**config.mk**
```make
export PLATFORM = sky130hd
export DESIGN_NAME = fp_wb_queue
export DESIGN_NICKNAME = d
export VERILOG_FILES = /design/src/rtl/fp_pkg.sv /design/src/rtl/fp_wb_queue.sv
export SDC_FILE = /design/constraint.sdc
export NUM_CORES = 1
export LEC_CHECK = 0
export CORE_MARGIN = 2
export CORE_UTILIZATION = 40
export DETAILED_ROUTE_END_ITERATION = 10
export MAX_ROUTING_LAYER = met4
export SYNTH_ARGS = -nofsm -noshare
export SYNTH_HDL_FRONTEND = slang
export SYNTH_SLANG_ARGS = --single-unit
```
**constraint.sdc**
```tcl
create_clock -name clk -period 29.1 [get_ports clk]
set_clock_uncertainty 0.1 [all_clocks]
set_input_delay 8.73 -clock clk [delete_from_list [all_inputs] [get_ports clk]]
set_output_delay 8.73 -clock clk [all_outputs]
set_load 0.02 [all_outputs]
```
**src/rtl/fp_pkg.sv**
```systemverilog
// Shared definitions for the FPU write-back staging queue.
//
// Contents:
//   FP_*               default widths for the FPU result path
//   FP_WB_STALL_MARGIN number of FPU beats that can still arrive after
//                      stall_issue rises (two pipeline stages in flight)
//   fp_wb_entry_t      one queued write-back record
//   fp_hart_idx        one-hot hart mask to hart index
package fp_pkg;

  localparam int FP_RV              = 64;
  localparam int FP_NHART           = 1;
  localparam int FP_LNHART          = 0;
  localparam int FP_HW              = (FP_LNHART > 0) ? FP_LNHART : 1;
  localparam int FP_NCOMMIT         = 32;
  localparam int FP_LNCOMMIT        = 5;
  localparam int FP_WB_STALL_MARGIN = 2;

  typedef struct packed {
    logic                   valid;
    logic [FP_RV-1:0]       data;
    logic [FP_LNCOMMIT-1:0] rd;
    logic                   fp;
    logic [FP_HW-1:0]       hart;
  } fp_wb_entry_t;

  // The FPU signals its hart as a one-hot mask; entries store an index.
  function automatic logic [FP_HW-1:0] fp_hart_idx(input logic [FP_NHART-1:0] oh);
    logic [FP_HW-1:0] idx;
    idx = '0;
    for (int i = 0; i < FP_NHART; i++) begin
      if (oh[i]) idx = FP_HW'(i);
    end
    return idx;
  endfunction

endpackage

```
**src/rtl/fp_wb_queue.sv**
```systemverilog
// FPU write-back staging queue.
//
// Captures single-cycle FPU result beats and div/sqrt results into an
// in-order FIFO and offers one register-file write per cycle. Because the
// FPU cannot stall, the queue throttles issue early and flags a sticky
// overflow if a beat still arrives with no room. Results whose commit
// register is killed are never written, and stored entries are turned into
// bubbles when their commit register is killed later.
//
// Ports:
//   clk, reset                 clock, synchronous active-low reset
//   fpu_result/_rd/_makes_fp   FPU result beat; fpu_res_makes_rd one-hot
//                              hart valid (0 = no beat)
//   div_valid/div_ready        div/sqrt handshake, with div_result/rd/hart
//   commit_kill                per-commit-register kill mask
//   wb_valid/wb_ready          register-file write handshake
//   wb_data/wb_rd/wb_fp        head entry fields, wb_makes_rd one-hot hart
//   stall_issue                FPU issue must hold
//   overflow                   sticky: an FPU beat was dropped
module fp_wb_queue
  import fp_pkg::*;
#(
  parameter int RV       = FP_RV,
  parameter int NHART    = FP_NHART,
  parameter int LNHART   = FP_LNHART,
  parameter int NCOMMIT  = FP_NCOMMIT,
  parameter int LNCOMMIT = FP_LNCOMMIT,
  parameter int DEPTH    = 4,
  localparam int HW      = (LNHART > 0) ? LNHART : 1
) (
  input  logic                clk,
  input  logic                reset,
  input  logic [RV-1:0]       fpu_result,
  input  logic [LNCOMMIT-1:0] fpu_res_rd,
  input  logic                fpu_res_makes_fp,
  input  logic [NHART-1:0]    fpu_res_makes_rd,
  input  logic                div_valid,
  output logic                div_ready,
  input  logic [RV-1:0]       div_result,
  input  logic [LNCOMMIT-1:0] div_rd,
  input  logic [HW-1:0]       div_hart,
  input  logic [NCOMMIT-1:0]  commit_kill,
  output logic                wb_valid,
  input  logic                wb_ready,
  output logic [RV-1:0]       wb_data,
  output logic [LNCOMMIT-1:0] wb_rd,
  output logic                wb_fp,
  output logic [NHART-1:0]    wb_makes_rd,
  output logic                stall_issue,
  output logic                overflow
);

  localparam int AW = $clog2(DEPTH);
  localparam int CW = AW + 1;

  fp_wb_entry_t mem_q [DEPTH];

  logic [AW-1:0] rd_ptr_q, rd_ptr_d;
  logic [AW-1:0] wr_ptr_q, wr_ptr_d;
  logic [CW-1:0] count_q, count_d;
  logic          overflow_q, overflow_d;

  fp_wb_entry_t  head;
  fp_wb_entry_t  fpu_entry;
  fp_wb_entry_t  div_entry;
  logic          head_valid;
  logic          pop;
  logic [CW-1:0] count_after_pop;
  logic          fpu_req;
  logic          fpu_push;
  logic          div_push;
  logic [AW-1:0] div_slot;
  logic [DEPTH-1:0] kill_hit;

  // Kill scan: every stored entry checks its own commit register each cycle.
  for (genvar gi = 0; gi < DEPTH; gi++) begin : g_kill
    assign kill_hit[gi] = commit_kill[mem_q[gi].rd];
  end

  always_comb begin
    head            = mem_q[rd_ptr_q];
    head_valid      = (count_q != '0) && head.valid;
    // A killed bubble at the head leaves without using the write port.
    pop             = (count_q != '0) && (!head.valid || wb_ready);
    // The pop frees its slot before the FPU beat is checked for room.
    count_after_pop = count_q - CW'(pop);

    fpu_req  = (|fpu_res_makes_rd) && !commit_kill[fpu_res_rd];
    fpu_push = fpu_req && (count_after_pop != CW'(DEPTH));
    // div_ready leaves a slot for an FPU beat, so the div push always fits.
    div_push = div_valid && div_ready && !commit_kill[div_rd];
    div_slot = wr_ptr_q + AW'(fpu_push);

    fpu_entry.valid = 1'b1;
    fpu_entry.data  = fpu_result;
    fpu_entry.rd    = fpu_res_rd;
    fpu_entry.fp    = fpu_res_makes_fp;
    fpu_entry.hart  = fp_hart_idx(fpu_res_makes_rd);

    div_entry.valid = 1'b1;
    div_entry.data  = div_result;
    div_entry.rd    = div_rd;
    div_entry.fp    = 1'b1;
    div_entry.hart  = div_hart;

    rd_ptr_d   = rd_ptr_q + AW'(pop);
    wr_ptr_d   = wr_ptr_q + AW'(fpu_push) + AW'(div_push);
    count_d    = count_after_pop + CW'(fpu_push) + CW'(div_push);
    overflow_d = overflow_q || (fpu_req && !fpu_push);
  end

  always_ff @(posedge clk) begin
    if (!reset) begin
      rd_ptr_q   <= '0;
      wr_ptr_q   <= '0;
      count_q    <= '0;
      overflow_q <= 1'b0;
    end else begin
      rd_ptr_q   <= rd_ptr_d;
      wr_ptr_q   <= wr_ptr_d;
      count_q    <= count_d;
      overflow_q <= overflow_d;
    end
  end

  // A new write wins over kill/pop clears: when full with a pop, the FPU
  // beat lands in the slot the head is vacating.
  always_ff @(posedge clk) begin
    for (int i = 0; i < DEPTH; i++) begin
      if (!reset) begin
        mem_q[i].valid <= 1'b0;
      end else if (fpu_push && (wr_ptr_q == AW'(i))) begin
        mem_q[i] <= fpu_entry;
      end else if (div_push && (div_slot == AW'(i))) begin
        mem_q[i] <= div_entry;
      end else if (kill_hit[i] || (pop && (rd_ptr_q == AW'(i)))) begin
        mem_q[i].valid <= 1'b0;
      end
    end
  end

  assign wb_valid    = head_valid;
  assign wb_data     = head.data;
  assign wb_rd       = head.rd;
  assign wb_fp       = head.fp;
  assign wb_makes_rd = head_valid ? (NHART'(1) << head.hart) : '0;
  assign stall_issue = count_q >= CW'(DEPTH - FP_WB_STALL_MARGIN);
  assign div_ready   = (CW'(DEPTH) - count_q) >= CW'(FP_WB_STALL_MARGIN);
  assign overflow    = overflow_q;

  // The occupancy can never exceed the storage, even when a beat is dropped.
  a_count_bound : assert property (@(posedge clk) disable iff (!reset)
    count_q <= CW'(DEPTH));

endmodule

```
==> flow_summary.ini <==
[synthesis]
syn_area_per_cell_um2 = 17.9
netlist_area_um2 = 16300
synth_flop_cell = edfxtp_1
ys_types = 50
postSynthNetCount = 1099
post-synth-top-area-cell = edfxtp_1
async_flop_share_pct = 0
syn_inst = 912
seq_area_frac_synth_pct = 53.9
synth_area_leaders = edfxtp_1 (53%), mux4_2 (16%), mux2_2 (15%)
synth_enable_flop_cells = 287
synth_warnings = 0
synth.top_cell.area_share_pct = 52.8
ys_seq_elements = 296

[clocking]
path_clk_slew_ns = 0.06
htreeDepth = 2
cts_resized = 0
root_buffer = clkbuf_16
clk_latency_ns = 0.52
postCtsSetupBuffers = 0
clockBufferDepth = 3
cts_hold_buf = 0
cts_num_sinks = 296
cts_tree = yes
cts_buffers = 36

[timing]
fin_crit_ns = 13.86
slew_viol_final = 0
fmax_ghz = 0.0722
worst_pin_slew_ns = 1.12
setup_tns_ns = 0
hold_ws_ns = 0.383
setup_viol = 0
fin_crit_sh_pct = 47.6
hold_viol_final = 0
rsz0062_at_grt = no
relSlewSlack_pct = 25.4

[outcome]
status = completed

[detailed_routing]
routed_wl_mm = 42.3
avgViaCountPerCell = 5.60
firstDrtPassIters = 5
wl_per_cell_um = 24.8
drcViolationCount = 0
detail_route.iter0.violations = 629
num_vias = 9549
ant_nets = 0

[cells_and_area]
fillers = 3381
drive_above_1_share_pct = 40.2
fin_nets = 1338
mostFrequentLayoutCells = edfxtp_1 (287), clkdlybuf4s50_1 (251), mux2_2 (213)
final_common_cell = edfxtp_1
area_growth_pct = 24.9
final_core_util_pct = 50.9

[worst_setup_path]
crit_buf_inv = 3
slowest_stage = clkdlybuf4s50_1
crit_type = in -> reg
reg2reg_depth = 16
worst-path-stages = 13
worst-path-max-fanout = 42
crit_chain = clkdlybuf4s50_1 -> mux4_2 -> nor2_1 -> nor3_1 -> a21oi_1 -> nand3b_1 -> inv_1 -> ha_1 -> xor2_1 -> nor3b_2 -> o311a_4 -> buf_4 -> mux2_4
arrival_ns = 14.03
required_ns = 29.27
slowest_delay_ns = 0.90
path_delay_family = buffers and inverters
end_kind = flip-flop
worstSetupStartpointType = input pin

[floorplanning]
die_area_um2 = 42400
initial_core_util_pct = 40.8
core_um2 = 40000
num_io_pins = 252
rows = 73
die_w_um = 206
die_h_um = 206

[run]
max_cap_violations = 0

[global_route]
grt_pass1_wl_mm = 63.3
grt_usage_pct = 20.6
grt_max_degree = 63
grt_remaining_overflow = 0
grt_pass1_vias = 10000
antenna_found_initial = 3

[power]
power-per-cell-area_nw_per_um2 = 76.5
p_leak_nw = 6.80
total_power_w = 0.00156
peakVddDrop_v = 0.0000411

[min_path]
hold_class = reg -> reg
hold_depth = 2

[place]
gp_congestion = 0.869
dp.final_hpwl_mm = 26.0
portBuffers = 251
==> cell type report <==
type | count | area, µm² | share of cell area, %
tap | 525 | 657 | 3.23
multi-input combinational | 538 | 7130 | 35.0
sequential | 296 | 8810 | 43.2
clock buffer | 43 | 970 | 4.76
inverter | 13 | 48.8 | 0.240
clock inverter | 19 | 123 | 0.602
timing repair buffer | 266 | 2630 | 12.9
antenna | 4 | 10.0 | 0.0491
==> cells in the mapped netlist (4+ instances only) <==
library cell and instances:
edfxtp_1 287, mux2_2 213, mux4_2 117, mux2_4 68, nor2_1 22, buf_2 19
clkbuf_1 18, mux2i_1 16, buf_6 15, inv_1 13, buf_1 12, dfxtp_1 9
ha_1 9, nand2_1 9, a21oi_1 6, and2_1 6, nand2b_1 6, nand3b_1 5
nor2b_1 5, a311oi_1 4, mux2_1 4, nand3_1 4, nor3_1 4
==> per-layer routing <==
layer  global-route usage, %  routed length [µm]  vias up
met5                       -                   0        -
met4                    4.67                 702        0
met3                    3.93                2750       52
met2                    33.7               20800      295
met1                    26.9               18000     4959
li1                        -                   -     4243
==> per-stage QoR <==
step / area, µm² / std cells / worst slack [ns]
floorplan: 16300 / 912 / 13.09
global placement: 19300 / 1638 / 14.79
detailed placement: 19300 / 1638 / 14.70
CTS: 20400 / 1700 / 15.26
global route: 20400 / 1703 / 14.92
finish: 20400 / 1704 / 15.24
==> sequential cells by signal, indices dropped and copies added, names as in the netlist <==
signal and count:
count_q 3, wr_ptr_q 2, mem_q 288, rd_ptr_q 2, overflow 1
==> path summary, 6_finish.rpt <==
kind         slack (ns)            to          start
max               15.24  mem_q[2][43]  fpu_res_rd[1]
min                0.38      overflow       overflow
max reg2reg       22.85  mem_q[2][43]    rd_ptr_q[0]
min reg2reg        0.38      overflow       overflow
==> worst register-to-register path: stages, from the launching register on <==
cell and delay, ns:
dfxtp_4 0.83, mux2i_1 0.27, mux2_2 0.23, nor2_1 0.07, nor2_1 0.33, ha_1 0.23, ha_1 0.15, xor2_1 0.22
and3_1 0.26, nand3b_1 0.27, inv_1 0.13, ha_1 0.21, xor2_1 0.34, nor3b_2 0.41, o311a_4 0.70, buf_4 0.81
mux2_4 0.44
==> logic make-up after synthesis <==
family | Yosys count | synth area share (%)
flip-flops | 296 | 53.9
multiplexers | 418 | 38.4
XOR/XNOR | 5 | 0.269
adder cells (fa/ha/maj) | 10 | 0.813
AO/OA/AOI/OAI | 27 | 1.29
buffers and inverters | 78 | 2.65
AND/OR/NAND/NOR | 78 | 2.66
==> power by group <==
part           leakage (nW)  internal (W)  switching (W)
clock                 0.539      0.000246       0.000174
combinational          3.58      0.000284       0.000275
sequential             2.69      0.000540      0.0000399
total                  6.80       0.00107       0.000489
Power figures use the tool's default switching activity.
